--- config.mk ---
export PLATFORM = sky130hd
export DESIGN_NAME = program_loader
export DESIGN_NICKNAME = d
export VERILOG_FILES = /design/src/rtl/loader_pkg.sv /design/src/rtl/loader_checksum.sv /design/src/rtl/program_loader.sv
export SDC_FILE = /design/constraint.sdc
export NUM_CORES = 1
export LEC_CHECK = 0
export CAP_MARGIN = 20
export CORE_UTILIZATION = 51
export CTS_BUF_LIST = sky130_fd_sc_hd__clkbuf_8
export CTS_CLUSTER_SIZE = 20
export DETAILED_ROUTE_END_ITERATION = 8
export GPL_ROUTABILITY_DRIVEN = 0
export GPL_TIMING_DRIVEN = 0
export HOLD_SLACK_MARGIN = 0.02
export PLACE_DENSITY = 0.81
export SYNTH_ARGS = -nofsm -noshare
export SYNTH_HDL_FRONTEND = slang
export SYNTH_SLANG_ARGS = --single-unit
--- constraint.sdc ---
create_clock -name clk -period 2.9 [get_ports clk]
set_input_delay 0.58 -clock clk [delete_from_list [all_inputs] [get_ports clk]]
set_output_delay 0.58 -clock clk [all_outputs]
set_load 0.01 [all_outputs]
--- src/rtl/loader_pkg.sv ---
// Shared types and defaults for the program memory loader.
// LOADER_CHECKSUM_EN adds the CHECK state for the trailing checksum byte.
package loader_pkg;

  localparam logic [7:0] SYNC_BYTE_DEF = 8'hA5;
  localparam int         ADDR_W_DEF    = 11;
  localparam int         WORD_W_DEF    = 14;
  localparam int         BYTE_W        = 8;
  localparam int         ADDR_HI_W     = ADDR_W_DEF - BYTE_W;
  localparam int         DATA_HI_W     = WORD_W_DEF - BYTE_W;

  typedef enum logic [3:0] {
    ST_IDLE,
    ST_ADDR_LO,
    ST_ADDR_HI,
    ST_CNT_LO,
    ST_CNT_HI,
    ST_DATA_LO,
    ST_DATA_HI,
    ST_WRITE,
`ifdef LOADER_CHECKSUM_EN
    ST_CHECK,
`endif
    ST_DONE,
    ST_ERR
  } state_t;

endpackage

--- src/rtl/loader_checksum.sv ---
// 8-bit running sum of frame bytes; zero_o reports whether the sum including
// the byte currently presented on data_i would be zero.
module loader_checksum
  import loader_pkg::*;
(
  input  logic       clk,
  input  logic       rst,
  input  logic       clr_i,
  input  logic       add_i,
  input  logic [7:0] data_i,
  output logic       zero_o
);

  logic [7:0] sum_q, sum_d;
  logic [7:0] sum_with;

  assign sum_with = sum_q + data_i;
  assign zero_o   = (sum_with == 8'h00);

  always_comb begin
    sum_d = sum_q;
    if (clr_i)
      sum_d = 8'h00;
    else if (add_i)
      sum_d = sum_with;
  end

  always_ff @(posedge clk) begin
    if (rst)
      sum_q <= 8'h00;
    else
      sum_q <= sum_d;
  end

endmodule

--- src/rtl/program_loader.sv ---
// Framed serial byte stream to program memory writer; holds the core while loading.
// Build option: LOADER_CHECKSUM_EN enables the trailing CHK byte and its verification.
module program_loader
  import loader_pkg::*;
#(
  parameter logic [7:0] SYNC_BYTE = SYNC_BYTE_DEF,
  parameter int         ADDR_W    = ADDR_W_DEF,
  parameter int         WORD_W    = WORD_W_DEF
) (
  input  logic              clk,
  input  logic              reset,
  input  logic [7:0]        Rx_data_in,
  input  logic              Rx_valid_in,
  output logic              Rx_ready_out,
  output logic [ADDR_W-1:0] Wr_addr_out,
  output logic [WORD_W-1:0] Wr_data_out,
  output logic              Wr_en_out,
  output logic              Cpu_hold_out,
  output logic [ADDR_W-1:0] Word_count_out,
  output logic              Load_done_out,
  output logic              Load_err_out
);

  localparam int                AHI_W = ADDR_W - BYTE_W;
  localparam int                DHI_W = WORD_W - BYTE_W;
  localparam logic [ADDR_W-1:0] ONE_A = 1;

  state_t            state_q, state_d;
  logic              rdy_q, rdy_d;
  logic [ADDR_W-1:0] addr_q, addr_d;
  logic [ADDR_W-1:0] cnt_q, cnt_d;
  logic [ADDR_W-1:0] wcnt_q, wcnt_d;
  logic [WORD_W-1:0] wdata_q, wdata_d;
  logic [7:0]        lo_q, lo_d;
  logic              wen_q, wen_d;
  logic              hold_q, hold_d;
  logic              done_q, done_d;
  logic              err_q, err_d;

  logic              xfer;
  logic              is_sync;
  logic [ADDR_W-1:0] wcnt_inc;
  logic [ADDR_W-1:0] cnt_full;
  state_t            end_state;

  assign xfer     = Rx_valid_in && rdy_q;
  assign is_sync  = (Rx_data_in == SYNC_BYTE);
  assign wcnt_inc = wcnt_q + ONE_A;
  assign cnt_full = {Rx_data_in[AHI_W-1:0], cnt_q[7:0]};

`ifdef LOADER_CHECKSUM_EN
  logic chk_clr, chk_add, chk_ok;

  assign end_state = ST_CHECK;
  assign chk_clr   = xfer && is_sync && (state_q == ST_IDLE || state_q == ST_DONE);
  assign chk_add   = xfer && (state_q inside {ST_ADDR_LO, ST_ADDR_HI, ST_CNT_LO, ST_CNT_HI,
                                              ST_DATA_LO, ST_DATA_HI, ST_CHECK});

  loader_checksum u_checksum (
    .clk    (clk),
    .rst    (reset),
    .clr_i  (chk_clr),
    .add_i  (chk_add),
    .data_i (Rx_data_in),
    .zero_o (chk_ok)
  );
`else
  assign end_state = ST_DONE;
`endif

  always_comb begin
    state_d = state_q;
    addr_d  = addr_q;
    cnt_d   = cnt_q;
    wcnt_d  = wcnt_q;
    wdata_d = wdata_q;
    lo_d    = lo_q;
    wen_d   = 1'b0;
    hold_d  = hold_q;
    done_d  = done_q;
    err_d   = err_q;

    case (state_q)
      ST_IDLE, ST_DONE: begin
        if (xfer && is_sync) begin
          state_d = ST_ADDR_LO;
          hold_d  = 1'b1;
          done_d  = 1'b0;
          wcnt_d  = '0;
        end
      end
      ST_ADDR_LO: begin
        if (xfer) begin
          addr_d[7:0] = Rx_data_in;
          state_d     = ST_ADDR_HI;
        end
      end
      ST_ADDR_HI: begin
        if (xfer) begin
          if (|Rx_data_in[7:AHI_W]) begin
            state_d = ST_ERR;
          end else begin
            addr_d[ADDR_W-1:8] = Rx_data_in[AHI_W-1:0];
            state_d            = ST_CNT_LO;
          end
        end
      end
      ST_CNT_LO: begin
        if (xfer) begin
          cnt_d[7:0] = Rx_data_in;
          state_d    = ST_CNT_HI;
        end
      end
      ST_CNT_HI: begin
        if (xfer) begin
          if (|Rx_data_in[7:AHI_W]) begin
            state_d = ST_ERR;
          end else begin
            cnt_d = cnt_full;
            if (cnt_full == '0) state_d = end_state;
            else                state_d = ST_DATA_LO;
          end
        end
      end
      ST_DATA_LO: begin
        if (xfer) begin
          lo_d    = Rx_data_in;
          state_d = ST_DATA_HI;
        end
      end
      ST_DATA_HI: begin
        if (xfer) begin
          if (|Rx_data_in[7:DHI_W]) begin
            state_d = ST_ERR;
          end else begin
            wdata_d = {Rx_data_in[DHI_W-1:0], lo_q};
            wen_d   = 1'b1;
            state_d = ST_WRITE;
          end
        end
      end
      // Write strobe is live this cycle; address advances once it completes.
      ST_WRITE: begin
        addr_d = addr_q + ONE_A;
        wcnt_d = wcnt_inc;
        if (wcnt_inc == cnt_q) state_d = end_state;
        else                   state_d = ST_DATA_LO;
      end
`ifdef LOADER_CHECKSUM_EN
      ST_CHECK: begin
        if (xfer) begin
          if (chk_ok) state_d = ST_DONE;
          else        state_d = ST_ERR;
        end
      end
`endif
      ST_ERR: begin
        state_d = ST_ERR;
      end
      default: begin
        state_d = ST_IDLE;
      end
    endcase

    if (state_d == ST_DONE && state_q != ST_DONE) begin
      done_d = 1'b1;
      hold_d = 1'b0;
    end
    if (state_d == ST_ERR)
      err_d = 1'b1;

    rdy_d = !(state_d inside {ST_WRITE, ST_ERR});
  end

  always_ff @(posedge clk) begin
    if (reset) begin
      state_q <= ST_IDLE;
      rdy_q   <= 1'b0;
      addr_q  <= '0;
      cnt_q   <= '0;
      wcnt_q  <= '0;
      wdata_q <= '0;
      wen_q   <= 1'b0;
      hold_q  <= 1'b0;
      done_q  <= 1'b0;
      err_q   <= 1'b0;
    end else begin
      state_q <= state_d;
      rdy_q   <= rdy_d;
      addr_q  <= addr_d;
      cnt_q   <= cnt_d;
      wcnt_q  <= wcnt_d;
      wdata_q <= wdata_d;
      wen_q   <= wen_d;
      hold_q  <= hold_d;
      done_q  <= done_d;
      err_q   <= err_d;
    end
    lo_q <= lo_d;
  end

  assign Rx_ready_out   = rdy_q;
  assign Wr_addr_out    = addr_q;
  assign Wr_data_out    = wdata_q;
  assign Wr_en_out      = wen_q;
  assign Cpu_hold_out   = hold_q;
  assign Word_count_out = wcnt_q;
  assign Load_done_out  = done_q;
  assign Load_err_out   = err_q;

endmodule

==> metrics.yaml <==
logic_synthesis:
  yosys-top-cells-area: "dfxtp_1, mux2i_1, edfxtp_1"
  yosysUniqueCellTypes: 56
  yosys.area.top_type_share: 0.353
  synthCells: 364
  synth_edf_count: 8
  syn_area_um2: 3170
  synth-seq-cells: 64
  synth_nets: 377
  yosysMostFrequentCell: "nor2_1"
  ys.flop_type: "dfxtp_1"
  yosysWarnings: 0
  syn_avg_cell_area_um2: 8.72
  synth-async-reset-ratio: 0
  yosysSeqAreaShare: 0.429
  yosys-top-cells-count: "nor2_1, dfxtp_1, mux2i_1, nand2_1, a21oi_1"
  yosysTopAreaCell: "dfxtp_1"
sta:
  hold_ws_ps: 485
  fin_crit_sh: 0.949
  setup_viol: 0
  rsz0062_at_grt: "false"
  period_needed_ps: 2750
  skew_ps: 9.68
  tns_ps: 0
  clock.fmax_mhz: 363
  timing.final.max_slew_violations: 0
  finalHoldViolCount: 0
  max-slew-margin-rel: 0.342
  timing.final.ws_setup_ps: 147
  tightest_slew_ps: 979
cells_and_area:
  area_growth_pct: 26.1
  diodes: 0
  fin_cells: 505
  drive_above_1_share: 0.0674
  fin_util: 0.672
  nets: 438
  fin_area_um2: 4000
global_route:
  grt_pass1_wl_mm: 13.1
  grt.overflow.total: 0
  grt_usage: 0.269
  antenna_found_initial: 0
  first_global_vias: 2802
  grt_max_degree: 13
clock_tree:
  cts_sinks: 64
  root_buffer: "clkbuf_8"
  cts_buffers: 9
  htree_levels: 3
  clk_path_buf_depth: 2
  clock_latency_ps: 350
  cts_tree: "done"
  worst_setup_hold_path_clk_slew_ps: 80
floorplanning:
  die_area_um2: 6540
  initial_utilization: 0.533
  ios: 52
  die_height_um: 80.9
  row_count: 28
  core_um2: 5960
  dieWidth_um: 80.9
critical_path:
  cpPeakStageDelay_ps: 720
  critPathLaunchType: "input pin"
  cp_cell_sequence: "clkdlybuf4s50_1, or4bb_1, nor4_2, nor2_1, a21o_1, a21oi_1, nor2_1"
  crit_buf_inv: 1
  crit_path_top_delay_cell: "clkdlybuf4s50_1"
  cp_common_cell: "nor2_1"
  crit_fanout: 10
  required_ps: 3110
  endpoint_kind: "flop"
  criticalPathCategory: "in2reg"
  arrival_ps: 2970
  path_delay_family: "simple AND/OR/NAND/NOR gates"
routing:
  totalWireLength_mm: 8.42
  vias_per_cell: 5.98
  wl_per_cell_um: 16.7
  drtIter0Drc: 174
  vias: 3022
  dr.pass1.iters: 5
  drcViolationCount: 0
  ant_nets: 0
power:
  power.leakage_nw: 1.58
  powerDensity_nw_per_um2: 460
  vdd_drop_max_uv: 359
  finalPower_mw: 1.84
place:
  pre_cts_slack_ps: -439
  placed_area_um2: 3770
  dp.cells: 489
  io_buffer_count: 50
  hpwlAfterDp_mm: 5.96
run_status:
  status: "finished, final reports clean"
min_path:
  hold_path_class: "reg2reg"
run:
  maxCapViolCount: 0
-- layout make-up --
cell class | instances | area [um^2]
Buffer | 19 | 103
Inverter | 3 | 11.3
Sequential cell | 64 | 1360
Fill cell | 491 | 1950
Clock buffer | 10 | 138
Multi-Input combinational cell | 278 | 1700
Clock inverter | 6 | 91.3
Tap cell | 75 | 93.8
Timing Repair Buffer | 50 | 500
-- cell usage in the layout (no fill, tap or decap), types with 11 or more instances in the layout --
cell type,netlist,final
dfxtp_1,56,56
xnor2_1,11,11
nor2_1,62,62
a21oi_1,22,22
o21ai_0,19,19
clkbuf_1,14,14
mux2i_1,25,25
nor3_1,18,18
clkdlybuf4s50_1,0,50
nand2_1,23,23
nand3_1,12,12
-- sequential cells by signal, indices dropped and copies added, names as in the netlist --
name	flops
cnt_q	11
Load_done_out	1
lo_q	8
Rx_ready_out	1
Word_count_out	11
Wr_addr_out	11
Cpu_hold_out	1
state_q	4
Wr_data_out	14
Wr_en_out	1
Load_err_out	1
-- per-layer routing --
metal | GRT usage | vias to the layer above | routed length [um]
li1 | - | 1434 | -
met1 | 0.318 | 1426 | 3610
met2 | 0.468 | 141 | 4020
met3 | 0.0584 | 21 | 622
met4 | 0.111 | 0 | 170
met5 | 0 | - | 0
-- path summary, 6_finish.rpt --
path	cells after the start	slack (ps)	from	end
setup / recovery	7	150	Rx_data_in[2]	Word_count_out[3]
hold / removal	2	480	lo_q[7]	Wr_data_out[7]
setup reg to reg	7	230	Word_count_out[0]	Load_err_out
hold reg to reg	2	480	lo_q[7]	Wr_data_out[7]
-- worst register-to-register path, delay by kind of cell (launching register included) --
family	cells	cell delay, ps
and+or+nand+nor	3	1170
AOI/OAI and AO/OA	3	590
adders and majority gates	1	340
DFF	1	460
-- timing repair --
action / CTS / global route
setup endpoints to repair: 2 / 0
buffers inserted: 0 / 0
hold buffers: 0 / 0
resized for setup: 1 / 0
endpoints found under the hold margin: 0 / 0
-- kinds of logic after synthesis --
logic type,Yosys count,share of synthesized area
compound gates,70,0.139
xor+xnor,17,0.0469
fa+ha+maj,2,0.00789
buf+inv,22,0.0359
flops,64,0.429
mux,25,0.0789
simple gates,164,0.262
-- power breakdown --
group / switching [mW] / leakage, nW / internal [mW] / total, mW
sequential: 0.00160 / 0.523 / 0.896 / 0.898
combinational: 0.0397 / 0.941 / 0.0214 / 0.0611
clock: 0.370 / 0.117 / 0.512 / 0.882
total: 0.411 / 1.58 / 1.43 / 1.84
Note: power is estimated with default switching activity, not from simulation.
